`src/rtl/mem_loader_pkg.sv`:
```
// Shared definitions for the runtime memory loader: FSM encoding and the
// default geometry of the A10 register bank it fills.
package mem_loader_pkg;

  localparam int DATA_W_DEF     = 32;
  localparam int BYTES_PER_WORD = DATA_W_DEF / 8;
  localparam int LOAD_DEPTH     = 32;

  typedef enum logic [1:0] {
    IDLE    = 2'd0,
    COLLECT = 2'd1,
    WRITE   = 2'd2,
    DONE    = 2'd3
  } state_t;

endpackage

```
`src/rtl/mem_loader_word_assembler.sv`:
```
// Byte-to-word assembler: shifts bytes in MSB-first and counts them so the
// loader FSM knows when a full word is ready to be written.
module word_assembler #(
  parameter int DATA_W = mem_loader_pkg::DATA_W_DEF
) (
  input  logic              clk,
  input  logic              rst_n,
  input  logic              i_clear,
  input  logic              i_shift,
  input  logic [7:0]        i_byte,
  output logic [DATA_W-1:0] o_word,
  output logic              o_word_full
);

  localparam int BPW   = DATA_W / 8;
  localparam int CNT_W = $clog2(BPW + 1);

  logic [CNT_W-1:0]  r_count;
  logic [DATA_W-1:0] r_shift;

  // Shift register and byte counter; clear only restarts the count, the
  // stale word is fully overwritten by the next BPW bytes anyway.
  always_ff @(posedge clk or negedge rst_n) begin
    if (!rst_n) begin
      r_count <= '0;
      r_shift <= '0;
    end else if (i_clear) begin
      r_count <= '0;
    end else if (i_shift) begin
      r_shift <= {r_shift[DATA_W-9:0], i_byte};
      r_count <= r_count + CNT_W'(1);
    end
  end

  assign o_word = r_shift;
  // Flags the transfer that completes the word, so the FSM can move to its
  // write cycle on this same edge and keep byte-to-write latency at one.
  assign o_word_full = i_shift && (r_count == CNT_W'(BPW - 1));

endmodule

```
`src/rtl/mem_loader.sv`:
```
// Runtime memory loader: assembles a byte stream into words and writes them
// to addresses 0..DEPTH-1, holding the core off through busy meanwhile.
module mem_loader
  import mem_loader_pkg::*;
#(
  parameter int DATA_W = DATA_W_DEF,
  parameter int DEPTH  = LOAD_DEPTH,
  parameter int ADDR_W = 5
) (
  input  logic              clk,
  input  logic              rst_n,
  input  logic              start,
  input  logic [7:0]        in_byte,
  input  logic              in_valid,
  output logic              in_ready,
  output logic              wr_en,
  output logic [ADDR_W-1:0] wr_addr,
  output logic [DATA_W-1:0] wr_data,
  output logic              busy,
  output logic              done,
  output logic [ADDR_W:0]   word_count
);

  localparam logic [ADDR_W:0] LAST_COUNT = (ADDR_W + 1)'(DEPTH - 1);

  state_t              r_state;
  state_t              w_next_state;
  logic [ADDR_W-1:0]   r_wr_addr;
  logic [ADDR_W:0]     r_word_count;
  logic [DATA_W-1:0]   r_wr_data;
  logic [DATA_W-1:0]   w_word;
  logic                w_word_full;
  logic                w_xfer;
  logic                w_clear;
  logic                w_accept_start;
  logic                w_last_write;

  assign w_xfer         = in_valid && in_ready;
  assign w_accept_start = start && ((r_state == IDLE) || (r_state == DONE));
  assign w_last_write   = (r_word_count == LAST_COUNT);

  word_assembler #(.DATA_W(DATA_W)) u_asm (
    .clk        (clk),
    .rst_n      (rst_n),
    .i_clear    (w_clear),
    .i_shift    (w_xfer),
    .i_byte     (in_byte),
    .o_word     (w_word),
    .o_word_full(w_word_full)
  );

  // FSM state register.
  // NOTE: sequential state uses non-blocking assignments so every register
  // samples pre-edge values regardless of process evaluation order.
  always_ff @(posedge clk or negedge rst_n) begin
    if (!rst_n) r_state <= IDLE;
    else        r_state <= w_next_state;
  end

  // Next-state and Moore outputs; start is ignored while busy.
  // NOTE: every signal gets a default before the case so no path leaves it
  // unassigned, which would otherwise infer a latch.
  always_comb begin
    w_next_state = r_state;
    in_ready     = 1'b0;
    busy         = 1'b0;
    wr_en        = 1'b0;
    done         = 1'b0;
    w_clear      = 1'b0;
    case (r_state)
      IDLE: begin
        if (start) begin
          w_next_state = COLLECT;
          w_clear      = 1'b1;
        end
      end
      COLLECT: begin
        in_ready = 1'b1;
        busy     = 1'b1;
        if (w_word_full) w_next_state = WRITE;
      end
      WRITE: begin
        wr_en        = 1'b1;
        busy         = 1'b1;
        w_clear      = 1'b1;
        w_next_state = w_last_write ? DONE : COLLECT;
      end
      DONE: begin
        done = 1'b1;
        if (start) begin
          w_next_state = COLLECT;
          w_clear      = 1'b1;
        end
      end
      default: w_next_state = IDLE;
    endcase
  end

  // Address and word counters; the address saturates at DEPTH-1.
  always_ff @(posedge clk or negedge rst_n) begin
    if (!rst_n) begin
      r_wr_addr    <= '0;
      r_word_count <= '0;
    end else if (w_accept_start) begin
      r_wr_addr    <= '0;
      r_word_count <= '0;
    end else if (r_state == WRITE) begin
      r_word_count <= r_word_count + (ADDR_W + 1)'(1);
      if (!w_last_write) r_wr_addr <= r_wr_addr + ADDR_W'(1);
    end
  end

  // Keep the last written word so wr_data does not follow the shift register
  // while the next word is being collected.
  always_ff @(posedge clk or negedge rst_n) begin
    if (!rst_n)                 r_wr_data <= '0;
    else if (r_state == WRITE)  r_wr_data <= w_word;
  end

  assign wr_data    = (r_state == WRITE) ? w_word : r_wr_data;
  assign wr_addr    = r_wr_addr;
  assign word_count = r_word_count;

endmodule
```
`config.mk`:
```
export PLATFORM = sky130hd
export DESIGN_NAME = mem_loader
export DESIGN_NICKNAME = d
export VERILOG_FILES = /design/src/rtl/mem_loader_pkg.sv /design/src/rtl/mem_loader_word_assembler.sv /design/src/rtl/mem_loader.sv
export SDC_FILE = /design/constraint.sdc
export NUM_CORES = 1
export LEC_CHECK = 0
export ABC_AREA = 1
export CAP_MARGIN = 0
export CORE_ASPECT_RATIO = 1.1
export CORE_MARGIN = 1.5
export CORE_UTILIZATION = 52
export DETAILED_ROUTE_END_ITERATION = 7
export PLACE_DENSITY = 0.77
export SLEW_MARGIN = 20
export SYNTH_ARGS = -nofsm -noshare
export SYNTH_HDL_FRONTEND = slang
export SYNTH_HIERARCHICAL = 1
export SYNTH_SLANG_ARGS = --single-unit
```
`constraint.sdc`:
```
create_clock -name clk -period 2 [get_ports clk]
set_input_delay 0.5 -clock clk [delete_from_list [all_inputs] [get_ports clk]]
set_output_delay 0.5 -clock clk [all_outputs]
set_load 0.05 [all_outputs]
```
==> results of run 1 <==
## timing repair
action | 4_1_cts | 5_1_grt
pin swaps | 0 | 3
gates resized for setup | 8 | 43
gates cloned | 0 | 2
buffers inserted | 2 | 6
setup endpoints to repair | 32 | 32
endpoints found under the hold margin | 0 | 0
## cells by family (layout without fill, tap and decap cells)
| family | count (synthesis) | after routing | share of synthesized area |
|---|---|---|---|
| adder cells (fa/ha/maj) | 8 | 8 | 0.0292 |
| AND/OR/NAND/NOR | 261 | 261 | 0.313 |
| buffers and inverters | 33 | 111 | 0.0496 |
| AO/OA/AOI/OAI | 11 | 11 | 0.0222 |
| flip-flops | 80 | 80 | 0.583 |
| XOR/XNOR | 1 | 1 | 0.00255 |
## worst max-delay path: cells and delay by family (launching register included)
family                     cells  cell delay (ns)
DFF                            1             0.40
and+or+nand+nor                2             0.13
buffers and inverters          4             0.48
adders and majority gates      1             0.22
## cell type report
class | count | area share
clock inverter | 7 | 0.0228
tap | 80 | 0.0194
sequential | 80 | 0.387
multi-input combinational | 281 | 0.303
timing repair buffer | 80 | 0.231
clock buffer | 9 | 0.0240
inverter | 15 | 0.0123
## routing by layer
layer,part of all wire,wire [um],vias to the layer above,global-route usage
met5,0,0,-,0
met2,0.52,4320,99,0.394
met1,0.41,3410,1444,0.303
met3,0.049,406,11,0.0573
li1,-,-,1375,-
met4,0.015,127,0,0.111
## worst paths after layout
path                                        from          endpoint  cells after the start  slack [ns]
min in group clk                u_asm/o_word[26]  u_asm/o_word[26]                      2        0.50
worst max register to register        r_state[0]   u_asm/o_word[0]                     11        0.24
worst min-delay path                       rst_n        wr_addr[2]                      2        0.14
worst min register to register  u_asm/o_word[26]  u_asm/o_word[26]                      2        0.50
max in group asynchronous                  rst_n  u_asm/o_word[20]                      2        1.53
worst max-delay path                  r_state[0]       wr_data[22]                      7        -0.1
## per-stage QoR
step | total power, W | utilization | hold WS [ns] | instance area (um^2) | std cells
final | 0.0103 | 0.825 | 0.137 | 5170 | 552
after global routing | 0.0108 | 0.825 | 0.161 | 5170 | 552
after floorplan | 0.00585 | - | 0.204 | 3620 | 394
after global placement | 0.00809 | 0.741 | 0.457 | 4650 | 526
after detailed placement | 0.00821 | 0.741 | 0.465 | 4650 | 526
after CTS | 0.00976 | 0.786 | 0.164 | 4930 | 544
## cells in the final DEF, fill, tap and decap left out, drive strengths merged, types with 8 or more instances in the layout
master         Yosys  final
buf               18     68
clkbuf             0     11
clkdlybuf4s50      0     10
dfrtp             80     80
ha                 8      8
inv               15     17
nand2            198    198
nand3             39     39
nor2              17     17
## where the power goes
part | leakage (nW) | internal [W] | switching, W | total (W)
clock network | 0.124 | 0.000833 | 0.000609 | 0.00144
registers | 1.05 | 0.00218 | 0.000435 | 0.00261
logic | 1.46 | 0.00264 | 0.00357 | 0.00621
total | 2.64 | 0.00565 | 0.00461 | 0.0103
## sequential cells by signal, summed over array words and instances (netlist names)
name / flops
r_wr_data: 32
u_asm/o_word: 32
word_count: 6
wr_addr: 5
u_asm/r_count: 3
r_state: 2
==> results by group, run 1 <==
Timing
  • Max_slew headroom: 0.721
  • RSZ-0062 raised after global routing: true
  • Max-slew violations: 0
  • PnR worst setup slack: -0.0972 ns
  • Final min period: 2.10 ns
  • Final hold vios: 0
  • Period utilization: 1.05
  • Setup TNS: -2.39 ns
  • Final Setup Violations: 33
  • Max Freq: 477 MHz
  • Measured slew at the worst slew-check pin: 0.419 ns
  • Setup Skew: 0.0112 ns

Logic synthesis
  • Syn_nets: 414
  • Post-synth top area share: 0.583
  • Synth cell types: 23
  • Synthesized area: 3430 um^2
  • Most common flop cell mapped by yosys: dfrtp_1
  • Number of enable flip-flop cells after synthesis: 0
  • Syn Area/Cell: 8.71 um^2
  • Synth Register Bits: 80
  • Cell count after synthesis: 394
  • Async set-reset flop share out of synthesis: 1.00
  • Synth top area cells: dfrtp_1 58%, nand2_1 21%, nand3_1 5.7%
  • YS warnings: 6
  • Seq/Total Area, Yosys: 0.583
  • Yosys top cell by area: dfrtp_1
  • Count leader, synth: nand2_1
  • Top cells by count, synth: 192 x nand2_1, 80 x dfrtp_1, 39 x nand3_1

Power
  • Pwr Density: 1980 nW/um^2
  • Pleak: 2.64 nW
  • Peak VDD IR: 1.52 mV

Clocking
  • Skew-Pair Late Insertion Delay: 0.36 ns
  • Clk Tree Root Cell: clkbuf_8
  • CTS tree: yes
  • Clk sink count: 80
  • CTS Hold Bufs: 0
  • Total CTS buffers: 9
  • CTS H-tree depth: 3
  • Clk buf depth: 2
  • Clk slew on worst S/H paths: 0.08 ns

Drt
  • DR WL/cell: 15.0 um
  • DRC Markers: 0
  • Via count: 2929
  • Wirelength, routed: 8.27 mm
  • Drt pass-1 iters: 7
  • Initial drt markers: 216
  • Vias per cell: 5.31
  • Post-route ant nets: 0

Outcome
  • Violated checks: negative setup slack
  • Status: finished, violations left

Run
  • Total of max-cap violations: 0

Setup path
  • Cell mode on critical path: nand2_4
  • Critical path's slowest cell: dfrtp_1
  • Crit-path max FO: 8
  • Critical path data arrival time: 1.60 ns
  • Setup crit start kind: flip-flop
  • Crit. End Element: output port
  • CP Class: flip-flop to output port
  • Worst path cell trace: inv_2 > ha_4 > inv_6 > clkbuf_16 > nand2_4 > nand2_4 > buf_12
  • Crit path required time: 1.50 ns
  • Crit-path max cell delay: 0.40 ns

Global routing
  • Grt ovf: 0
  • Largest net degree at the start of global routing: 81
  • First-pass GRT wire length: 12.8 mm
  • Vias in the first global route: 2783
  • GRT Total Usage: 0.241
  • Initial antenna violation count: 0

Final layout
  • Share of cells above drive strength 1: 0.337
  • Multi-input gate area: 1570 um^2
  • Fillers: 360
  • Nets@finish: 487
  • Synth-to-layout area growth: 50.6%
  • Register Area: 2000 um^2
  • # diodes: 0

Floorplan
  • Floorplan row count: 30
  • Die X: 80.5 um
  • Die H: 88.2 um
  • Core area: 6270 um^2
  • Initial core utilization: 0.548
  • # IOs: 59
  • Die area: 7100 um^2

Placed design
  • GPL Wtd Cong: 0.794
  • Setup WS pre-CTS: 0.125 ns
  • Hpwl dp: 4.98 mm
  • PortBufs: 58

Min path
  • Hold Path Class: input pin to async pin
No activity file was read; power rests on OpenSTA's default activity.
==> run 2, diff against run 1 <==
Settings changed: CORE_UTILIZATION 52 to 40, PLACE_DENSITY 0.77 to 0.61.
==> run 2 against run 1 <==
  * The run still ends with negative setup slack left
  * Flip-flop and latch count did not move
  * Utilization fell by 22 points
  * Clock power shrank 23%
  * Global-route usage down 7.2 points
  * Clock skew down 0.0061 ns
  * Critical path depth unchanged
  * Count of clock-buffer cells in the layout is 3 higher
  * Critical path type unchanged
  * Highest routed layer unchanged
  * Register-to-register slack better by 0.02 ns
  * Power down 6.7%
  * Combinational power shrank 5.0%
  * First-iteration DRC count shrank 49%
==> results by group, run 2 (synthesis gave the netlist of run 1 again) <==
Outcome
  • Status: finished, violations left
  • Violated checks: negative setup slack

Setup path
  • CP Class: flip-flop to output port
  • Crit path required time: 1.50 ns (about the same)
  • Critical path data arrival time: 1.54 ns (-0.06 ns)
  • Crit-path max FO: 13 (+5)
  • Crit. End Element: output port
  • Setup crit start kind: flip-flop

Global routing
  • Grt ovf: 0 (unchanged)
  • Vias in the first global route: 2669 (-4.1%)
  • GRT Total Usage: 0.169 (-0.0719)
  • First-pass GRT wire length: 12.2 mm (-4.6%)
  • Initial antenna violation count: 0 (unchanged)
  • Largest net degree at the start of global routing: 36 (-56%)

Floorplan
  • Die H: 100 um (+14%)
  • # IOs: 59 (unchanged)
  • Initial core utilization: 0.410 (-0.137)
  • Die area: 9150 um^2 (+29%)
  • Floorplan row count: 35 (+17%)
  • Core area: 8360 um^2 (+33%)
  • Die X: 91.3 um (+13%)

Placed design
  • Setup WS pre-CTS: 0.118 ns (-0.00676 ns)
  • Area post-placement: 4680 um^2 (+0.67%)
  • Dpl cells: 556 (+5.7%)
  • PortBufs: 58 (unchanged)
  • GPL Wtd Cong: 0.789 (-0.59%)
  • Hpwl dp: 4.87 mm (-2.2%)

Power
  • Pleak: 2.53 nW (-4.0%)
  • Pwr Density: 1900 nW/um^2 (-4.1%)
  • Peak VDD IR: 1.10 mV (-28%)

Final layout
  • Share of cells above drive strength 1: 0.324 (-0.0128)
  • Most frequent cells in the layout: 135 x nand2_1, 80 x dfrtp_1, 43 x nand2_2, 41 x buf_12, 39 x nand3_1
  • Nets@finish: 481 (-1.2%)
  • # diodes: 0 (unchanged)
  • Final core occ: 0.601 (-0.223)
  • Finished Cell Area: 5030 um^2 (-2.7%)
  • Most common cell after layout, fill and taps aside: nand2_1
  • Final cell count without fillers: 577 (+4.5%)
  • Synth-to-layout area growth: 46.5%

Timing
  • Setup Skew: 0.00510 ns (-0.00611 ns)
  • Max Freq: 491 MHz (+3.0%)
  • Setup TNS: -0.247 ns (+2.14 ns)
  • Final hold vios: 0 (unchanged)
  • Final Setup Violations: 25 (-24%)
  • PnR worst setup slack: -0.0366 ns (+0.0606 ns)
  • RSZ-0062 raised after global routing: true
  • Max_slew headroom: 0.685 (-0.0355)
  • Measured slew at the worst slew-check pin: 0.472 ns (+0.0532 ns)
  • Period utilization: 1.02 (-0.0303)
  • Max-slew violations: 0 (unchanged)
  • Final min period: 2.04 ns (-0.0606 ns)

Drt
  • Initial drt markers: 111 (-49%)
  • DRC Markers: 0 (unchanged)
  • Post-route ant nets: 0 (unchanged)
  • Met2 Wirelength: 3.75 mm (-13%)
  • Drt pass-1 iters: 4 (-3)
  • Met3 WL: 219 um (-46%)
  • DR WL/cell: 12.6 um (-16%)
  • Via count: 2730 (-6.8%)
  • Wirelength, routed: 7.26 mm (-12%)
  • Vias per cell: 4.73 (-11%)
  • Top Layer Used: met4
  • Routed metal-1 wirelength: 3.27 mm (-4.2%)

Clocking
  • Clk sink count: 80 (unchanged)
  • CTS H-tree depth: 3 (unchanged)
  • Total CTS buffers: 9 (unchanged)
  • Skew-Pair Late Insertion Delay: 0.33 ns (-0.03 ns)
  • Clk buf depth: 2 (unchanged)
  • Clk Tree Root Cell: clkbuf_8
  • Clk slew on worst S/H paths: 0.08 ns (about the same)
  • CTS tree: yes

Min path
  • Hold Path Class: input pin to async pin

Run
  • Total of max-cap violations: 0 (unchanged)
-- run 2: changes by cell type in the layout (fill, tap and decap cells not counted) --
cell       change
clkbuf_1       +3
inv_6          -3
nand2_1        -1
buf_12         -1
clkbuf_16      -1
buf_4          -4
nand2_2       +12
buf_16         +1
bufinv_16      -2
clkinv_2       +1
nand2_4       -11
inv_4          +1
buf_8          -1
-- run 2: final timing paths --
kind | startpoint | end | slack (ns) | cells past startpoint
setup / recovery | r_state[0] | wr_data[0] | -0.04 | 7
hold / removal | rst_n | wr_addr[4] | 0.12 | 1
setup reg to reg | r_state[1] | u_asm/o_word[11] | 0.26 | 8
hold reg to reg | u_asm/o_word[24] | u_asm/o_word[24] | 0.49 | 2
max in group asynchronous | rst_n | r_wr_data[25] | 1.28 | 2
min in group clk | u_asm/o_word[24] | u_asm/o_word[24] | 0.49 | 2
-- run 2: cell type report --
cell class	instances	area, um^2
Multi-Input combinational cell	281	1520
Fill cell	718	3340
Inverter	15	61.3
Tap cell	111	139
Clock inverter	4	45.0
Timing Repair Buffer	74	1130
Sequential cell	80	2000
Clock buffer	12	135
-- run 2: per-layer routing --
layer  GRT usage  vias to the layer above
li1            -                     1368
met1       0.217                     1318
met2       0.285                       42
met3      0.0394                        2
met4      0.0505                        0
met5           0                        -
-- run 2: report_power, final --
part | switching (W) | total, W | internal (W)
clock network | 0.000536 | 0.00111 | 0.000573
logic | 0.00341 | 0.00590 | 0.00249
registers | 0.000392 | 0.00257 | 0.00218
-- run 2: timing repair --
item / in CTS / in global routing
gates resized for setup: 19 / 17
hold buffers: 0 / 0
setup buffers: 2 / 1
endpoints found under the setup margin: 32 / 32
cloned: 1 / 1
-- run 2: stage by stage --
step,hold WS [ns],power (W)
floorplan,0.204,0.00585
global placement,0.459,0.00813
detailed placement,0.469,0.00818
CTS,0.120,0.00953
global route,0.146,0.0101
finish,0.121,0.00958
-- run 2: critical path: stages (launching register included) --
cell	delay, ns
dfrtp_1	0.39
inv_2	0.07
ha_4	0.19
inv_4	0.07
buf_12	0.15
nand2_1	0.07
nand2_2	0.09
buf_12	0.16
==> run 3, diff against run 2 <==
Settings changed: MAX_ROUTING_LAYER from default to met4, TNS_END_PERCENT from default to 5.
==> run 3 against run 2 <==
  * The run still ends with negative setup slack left
  * Global-route usage rose by 1.8 points
  * First-iteration DRC count is 58% higher
  * Utilization fell by 0.16 points
  * Power increased by 0.55%
  * Sequential share of layout area increased by 0.11 points
  * Combinational power is 3% higher
  * Final cell count grew 0.87%
==> results by group, run 3 (synthesis gave the netlist of run 1 again) <==
Final layout
  • # diodes: 0 (unchanged)
  • Synth-to-layout area growth: 46.1%
  • Final cell count without fillers: 582 (+0.87%)
  • Share of cells above drive strength 1: 0.323 (-0.00132)
  • Most common cell after layout, fill and taps aside: nand2_1
  • Final core occ: 0.600 (-0.00165)
  • Most frequent cells in the layout: 142 x nand2_1, 80 x dfrtp_1, 47 x nand2_2, 40 x buf_12, 39 x nand3_1
  • Nets@finish: 487 (+1.2%)

Global routing
  • GRT Total Usage: 0.186 (+0.0176)
  • Largest net degree at the start of global routing: 46 (+28%)
  • Initial antenna violation count: 0 (unchanged)
  • Vias in the first global route: 2772 (+3.9%)
  • First-pass GRT wire length: 13.0 mm (+6.7%)
  • Grt ovf: 0 (unchanged)

Setup path
  • Setup crit start kind: flip-flop
  • Worst r2r dst: r_state[1]
  • Crit. End Element: output port
  • CP Class: flip-flop to output port
  • Worst path cell trace: inv_2 > ha_4 > inv_8 > clkbuf_16 > nand2_1 > nand2_2 > buf_12
  • Worst path buffer plus inverter count: 4 (unchanged)
  • Worst reg2reg path depth: 12 (+4)
  • Crit-path max cell delay: 0.39 ns (about the same)
  • FF-to-FF setup slack: 0.28 ns (+0.02 ns)
  • Crit path required time: 1.50 ns (about the same)
  • Worst r2r src: r_state[1]
  • CP delay by family, top: buffers and inverters
  • Critical path's slowest cell: dfrtp_1
  • Crit-path max FO: 7 (-6)
  • Critical path data arrival time: 1.56 ns (+0.02 ns)

Floorplan
  • Floorplan row count: 35 (unchanged)
  • # IOs: 59 (unchanged)
  • Die area: 9150 um^2 (unchanged)
  • Die H: 100 um (unchanged)
  • Initial core utilization: 0.410 (unchanged)
  • Core area: 8360 um^2 (unchanged)
  • Die X: 91.3 um (unchanged)

Timing
  • Setup TNS: -1.20 ns (-0.955 ns)
  • Final hold vios: 0 (unchanged)
  • Final Setup Violations: 32 (+28%)
  • Measured slew at the worst slew-check pin: 0.276 ns (-0.196 ns)
  • Max_slew headroom: 0.816 (+0.130)
  • Max Freq: 485 MHz (-1.1%)
  • Final min period: 2.06 ns (+0.0234 ns)
  • Max-slew violations: 0 (unchanged)
  • Period utilization: 1.03 (+0.0117)
  • PnR worst setup slack: -0.0600 ns (-0.0234 ns)
  • Setup Skew: 0.00497 ns (-0.000122 ns)
  • RSZ-0062 raised after global routing: true

Min path
  • Hold Path Class: input pin to async pin

Power
  • Internal power: 0.00520 W (-0.79%)
  • Reg power frac: 0.266 (-0.002)
  • Switching power: 0.00443 W (+2.2%)
  • Pleak: 2.55 nW (+0.80%)
  • Pwr Density: 1920 nW/um^2 (+0.83%)
  • Peak VDD IR: 1.22 mV (+11%)
  • Switching share of total power: 0.460 (+0.00730)
  • Combinational share of power: 0.629 (+0.013)
  • Clk pwr share: 0.105 (-0.011)

Drt
  • Via count: 2782 (+1.9%)
  • Post-route ant nets: 0 (unchanged)
  • Wirelength, routed: 7.74 mm (+6.7%)
  • DR WL/cell: 13.3 um (+5.8%)
  • Initial drt markers: 175 (+58%)
  • Drt pass-1 iters: 5 (+1)
  • Vias per cell: 4.78 (+1.0%)
  • DRC Markers: 0 (unchanged)

Outcome
  • Status: finished, violations left
  • Violated checks: negative setup slack

Clocking
  • Clk buf depth: 2 (unchanged)
  • Clk sink count: 80 (unchanged)
  • CTS H-tree depth: 3 (unchanged)
  • Total CTS buffers: 9 (unchanged)
  • CTS tree: yes
  • Clk slew on worst S/H paths: 0.08 ns (about the same)
  • CTS Hold Bufs: 0 (unchanged)
  • Clk Tree Root Cell: clkbuf_8
  • Skew-Pair Late Insertion Delay: 0.35 ns (+0.02 ns)

Placed design
  • GPL Wtd Cong: 0.806 (+2.1%)
  • PortBufs: 58 (unchanged)
  • Hpwl dp: 4.99 mm (+2.5%)
  • Dpl cells: 557 (+0.18%)

Run
  • Total of max-cap violations: 0 (unchanged)
run 3: cell types whose count changed in the layout (fill, tap and decap cells not counted), sizes merged:
cell	before	now
bufinv	1	0
buf	63	68
clkinv	3	4
inv	15	16
clkinvlp	0	1
clkbuf	13	11
run 3: power groups by stage:
| stage | sequential, W | clock, W | combinational (W) |
|---|---|---|---|
| 4_1_cts | 0.00255 | 0.00104 | 0.00589 |
| 3_3_place_gp | 0.00257 | 0 | 0.00551 |
| 2_1_floorplan | 0.00266 | 0 | 0.00309 |
| 6_report | 0.00256 | 0.00101 | 0.00605 |
| 5_1_grt | 0.00264 | 0.00111 | 0.00643 |
| 3_5_place_dp | 0.00258 | 0 | 0.00557 |
run 3: layout make-up:
class,count,area [um^2]
tap,111,139
inverter,15,66.3
clock buffer,9,124
clock inverter,6,36.3
timing repair buffer,80,1200
multi-input combinational,281,1440
fill,742,3350
sequential,80,2000
run 3: worst max-delay path by stage:
stage          startpoint               end  cells past startpoint
2_1_floorplan  r_state[0]       wr_data[14]                      7
3_3_place_gp        start  u_asm/o_word[11]                     10
3_5_place_dp        start  u_asm/o_word[28]                     10
4_1_cts        r_state[0]       wr_data[22]                      6
5_1_grt        r_state[1]        wr_data[5]                      6
6_report       r_state[0]        wr_data[5]                      7
run 3: repair_timing:
item / 4_1_cts / 5_1_grt
pin swaps: 6 / 2
resized for setup: 17 / 16
endpoints found under the setup margin: 32 / 32
buffers inserted: 5 / 1
gates cloned: 2 / 2
run 3: routing by layer:
metal / wire [um] / track usage
met5: 0 / -
met4: 130 / 0.0829
met3: 313 / 0.0303
met2: 3850 / 0.299
met1: 3450 / 0.234
run 3: through the flow:
step | worst slack (ns) | cell area [um^2] | hold WS [ns] | total power [W]
finish | -0.0600 | 5010 | 0.00145 | 0.00963
detailed placement | 0.124 | 4610 | 0.376 | 0.00815
global route | -0.111 | 5010 | 0.00934 | 0.0102
floorplan | -0.0279 | 3530 | 0.204 | 0.00575
CTS | -0.0741 | 4900 | 0.00183 | 0.00948
global placement | 0.158 | 4610 | 0.375 | 0.00807
==> patch 1 (settings of run 3) <==
Set the parameter `ADDR_W` to 4 (it was 5).
--- a/src/rtl/mem_loader.sv
+++ b/src/rtl/mem_loader.sv
@@ -7,3 +7,3 @@
   parameter int DEPTH  = LOAD_DEPTH,
-  parameter int ADDR_W = 5
+  parameter int ADDR_W = 4
 ) (
Interface: changed (resized word_count and wr_addr); port bits go from 59 to 57. The function was not compared with the original's and may differ.
==> patch 1 against run 3 <==
The flow still finishes with violations (negative setup slack). Worst setup slack better by 0.0048 ns. Cell area is 11% lower. Worst hold slack better by 0.014 ns. Sequential cell count is 2 lower. Wire length is 4.3% lower. Die area is 5.0% lower. Clock skew is 0.0040 ns higher. Area after synthesis is 5.2% lower. Critical path type unchanged. Critical endpoint is now wr_data[20].
Power is left out: the tool's default activity adds up to more than one toggle a clock period on the data nets, which glitch-free logic cannot reach.
==> patch 1: results (changes against run 3) <==
| Metric | Value |
|---|---|
| Status | `finished with violations` |
| Violated checks | `negative setup slack` |
| First-pass GRT wire length | `12,500 um (-3.9%)` |
| PostCTS Resize Cnt | `74 (+57)` |
| CP startpoint kind | `flip-flop` |
| Inst Count DP | `530 (-4.8%)` |
| Port bufs | `56 (-3.4%)` |
| GRT Total Usage | `0.194 (+0.00755)` |
| GRT overflow | `0 (unchanged)` |
| Syn nets | `391 (-5.6%)` |
| Ant diodes | `0 (unchanged)` |
| Largest net degree at the start of global routing | `36 (-22%)` |
| Fin nets | `459 (-5.7%)` |
| Max Clock Skew | `0.00893 ns (+0.00395 ns)` |
| Synth top area cells | `dfrtp_1 (60%), nand2_1 (21%), nand3_1 (6.2%), ha_1 (3.5%), buf_2 (1.5%)` |
| # DRC | `0 (unchanged)` |
| Non-filler cells, final | `551 (-5.3%)` |
| Share of layout cells above drive strength 1 | `0.266 (-0.0564)` |
| Vias in the first global route | `2,535 (-8.5%)` |
| Fillers | `730 (-1.6%)` |
| Final-report setup violation count | `32 (unchanged)` |
| Sequential-to-total area share from yosys stat | `0.600 (+0.0165)` |
| Vias/cell | `4.80 (+0.39%)` |
| Distinct cells, synth | `17 (-26%)` |
| Hpwl dp | `4690 um (-5.9%)` |
| Reg2Reg Setup Slack | `0.15 ns (-0.13 ns)` |
| 1st-iter DRT viols | `180 (+2.9%)` |
| Post-CTS setup buffer count | `3 (-2)` |
| Critical R2R Launch | `r_state[0]$_DFFE_PN0P_` |
| GP Congestion | `0.798 (-0.97%)` |
| Clk root buf | `clkbuf_8` |
| Routed wire per std cell | `13.5 um (+1.1%)` |
| Final setup margin | `-0.0551 ns (+0.00482 ns)` |
| RR Endpoint | `u_asm/o_word[28]$_DFFE_PN0P_` |
| First-pass detailed-route iteration total | `4 (-1)` |
| Crit path max fanout | `11 (+4)` |
| Worst-margin pin slew | `0.353 ns (+0.0767 ns)` |
| Commonest cells in the netlist | `nand2_1 (183), dfrtp_1 (78), nand3_1 (40), nor2_1 (13), inv_1 (11)` |
| Avg Cell Area, Syn | `8.80 sq um (+0.97%)` |
| WHS | `0.0155 ns (+0.0140 ns)` |
## patch 1: routing by layer
layer  part of all wire  wire length [um]  global-route usage  vias up
li1                   -                 -                   -     1296
met1               0.44              3260               0.266     1288
met2               0.51              3770               0.286       50
met3              0.034               251              0.0348       10
met4              0.017               127              0.0781        0
met5                  0                 0                   -        -
## patch 1: final cells by class
cell class	count	area share
flip-flops and latches	78	0.437
multi-input cells	261	0.275
repair buffers	75	0.201
clock buffers	12	0.0325
well taps	108	0.0302
clock inverters	4	0.0123
inverters	13	0.0120
## patch 1: logic make-up (layout without fill, tap and decap cells)
family,count (synthesis),in the layout,share of synthesized area
compound gates,12,12,0.0185
buf+inv,31,104,0.0511
simple gates,239,239,0.293
xor+xnor,1,1,0.00269
flops,78,78,0.600
fa+ha+maj,9,9,0.0346
## patch 1: through the flow
stage	TNS (ns)	util
after floorplan	-1.86	-
after global placement	0	0.496
after detailed placement	0	0.496
after CTS	-1.05	0.559
after global routing	-3.34	0.565
final	-1.20	0.565
==> patch 2 (config.mk and constraints of run 3) <==
Without the edit above. Make the reset (`rst_n`) synchronous in 4 clocked blocks.
--- a/src/rtl/mem_loader_word_assembler.sv
+++ b/src/rtl/mem_loader_word_assembler.sv
@@ -22,3 +22,3 @@
   // stale word is fully overwritten by the next BPW bytes anyway.
-  always_ff @(posedge clk or negedge rst_n) begin
+  always_ff @(posedge clk) begin
     if (!rst_n) begin
--- a/src/rtl/mem_loader.sv
+++ b/src/rtl/mem_loader.sv
@@ -54,3 +54,3 @@
   // samples pre-edge values regardless of process evaluation order.
-  always_ff @(posedge clk or negedge rst_n) begin
+  always_ff @(posedge clk) begin
     if (!rst_n) r_state <= IDLE;
@@ -99,3 +99,3 @@
   // Address and word counters; the address saturates at DEPTH-1.
-  always_ff @(posedge clk or negedge rst_n) begin
+  always_ff @(posedge clk) begin
     if (!rst_n) begin
@@ -114,3 +114,3 @@
   // while the next word is being collected.
-  always_ff @(posedge clk or negedge rst_n) begin
+  always_ff @(posedge clk) begin
     if (!rst_n)                 r_wr_data <= '0;
Function: differs if rst_n is asserted again (counterexample within 4 cycles, from zero or initial values and one cycle with rst_n low); with rst_n held inactive, the same outputs for 10 cycles.
==> patch 2 against run 3 <==
The flow still finishes with violations (negative setup slack). Maximum frequency is 1.7% higher. Die area is 3.2% higher. Highest routed layer unchanged. Area after synthesis is 3.3% higher. Wire length is 7.0% higher. Non-clock buffer count is 5 lower. Global-route usage is 0.38 points lower. Cell area is 5.8% lower. Worst setup slack better by 0.034 ns. Register-to-register slack worse by 0.08 ns. Sequential cell count stayed put. Core utilization is 4.3 points lower.
Power is not compared: it rests on default switching activity, and its combinational part moved more than twofold at a synthesized area within 25%.
==> patch 2: results (changes against run 3) <==
| Metric | Value |
|---|---|
| Sequential power | `1980 uW` |
| Reg2Reg Setup Slack | `0.20 ns (-0.08 ns)` |
| Commonest cells in the netlist | `nand2_1 (166), dfxtp_1 (80), nor2_1 (76), inv_1 (52), a21oi_1 (43)` |
| Drt total wl | `8290 um (+7.0%)` |
| Post-synthesis xor/xnor area fraction | `0.00247 (-0.0000811)` |
| Worst stage delay on the critical path | `0.33 ns (-0.06 ns)` |
| Critical R2R Launch | `r_state[0]$_SDFFE_PN0P_` |
| Inst Count DP | `658 (+18%)` |
| Synth Instances | `504 (+28%)` |
| Vias in the first global route | `3,053 (+10%)` |
| R2R depth | `7 (-5)` |
| First-pass detailed-route iteration total | `4 (-1)` |
| Clock Tree Buf Depth | `2 (unchanged)` |
| Critical Path Sink | `wr_data[8]` |
| Synth async-reset ratio | `0 (-1.00)` |
| Max Clock Skew | `0.00851 ns (+0.00354 ns)` |
| Compound-cell area share of the yosys netlist | `0.0702 (+0.0480)` |
| Ys flop type | `dfxtp_1` |
| Metal2 WL | `3950 um (+2.7%)` |
| Syn nets | `523 (+26%)` |
| Routed wire per std cell | `12.1 um (-8.7%)` |
| Min-Delay Path Class | `flip-flop to flip-flop` |
| RR Endpoint | `u_asm/r_count[2]$_SDFFE_PP0P_` |
| WP data arrival | `1.53 ns (-0.03 ns)` |
| First-pass GRT wire length | `13,300 um (+2.5%)` |
| Post-CTS setup buffer count | `2 (-3)` |
| Setup TNS | `-0.0994 ns (+1.10 ns)` |
| CP max-delay cell | `dfxtp_2` |
| Final setup margin | `-0.0264 ns (+0.0335 ns)` |
| M1 WL | `3830 um (+11%)` |
| Worst relative slew slack | `0.497 (-0.319)` |
| Met1 Use GR | `0.212 (-0.0218)` |
| Violated checks | `negative setup slack` |
| Status | `finished with violations` |
| DR vias | `3,192 (+15%)` |
| Synth top area cells | `dfxtp_1 (45%), nand2_1 (18%), nor2_1 (8.0%), a21oi_1 (6.1%), inv_1 (5.5%)` |
| Sequential-to-total area share from yosys stat | `0.452 (-0.131)` |
| 1st-iter DRT viols | `131 (-25%)` |
| Fin nets | `585 (+20%)` |
| Metal3 WL | `350 um (+12%)` |
| GP Congestion | `0.763 (-5.4%)` |
| PostCTS Resize Cnt | `43 (+26)` |
| Synth Area in Adders | `0.0247 (-0.00446)` |
| GRT Total Usage | `0.183 (-0.00376)` |
| Share of layout cells above drive strength 1 | `0.245 (-0.0775)` |
| Crit path max fanout | `8 (+1)` |
| WHS | `0.464 ns (+0.462 ns)` |
| Final-report setup violation count | `16 (-50%)` |
| Pre-CTS WS | `-0.0949 ns (-0.219 ns)` |
| DP Area | `4080 sq um (-11%)` |
## patch 2: cell count changes after synthesis, moves of 5 or more
cell / before / now
dfrtp_1: 80 / 0
dfxtp_1: 0 / 80
nor2_1: 14 / 76
inv_1: 12 / 52
a21oi_1: 4 / 43
nand2_1: 192 / 166
buf_6: 1 / 11
nand2_2: 6 / 0
nand3_1: 39 / 33
nand3_2: 0 / 6
buf_2: 11 / 6
## patch 2: layout make-up
class                           instances  area, sq um
Multi-Input combinational cell        345         1670
Clock buffer                           11          151
Timing Repair Buffer                   75          892
Tap cell                              111          139
Inverter                               55          214
Fill cell                             862         3770
Clock inverter                          5         55.1
Sequential cell                        80         1610
## patch 2: logic make-up (layout without fill, tap and decap cells)
group | Yosys count | count (layout)
and+or+nand+nor | 290 | 290
DFF | 80 | 80
buffers and inverters | 79 | 146
AOI/OAI and AO/OA | 47 | 47
adders and majority gates | 7 | 7
xor gates and xnor gates | 1 | 1
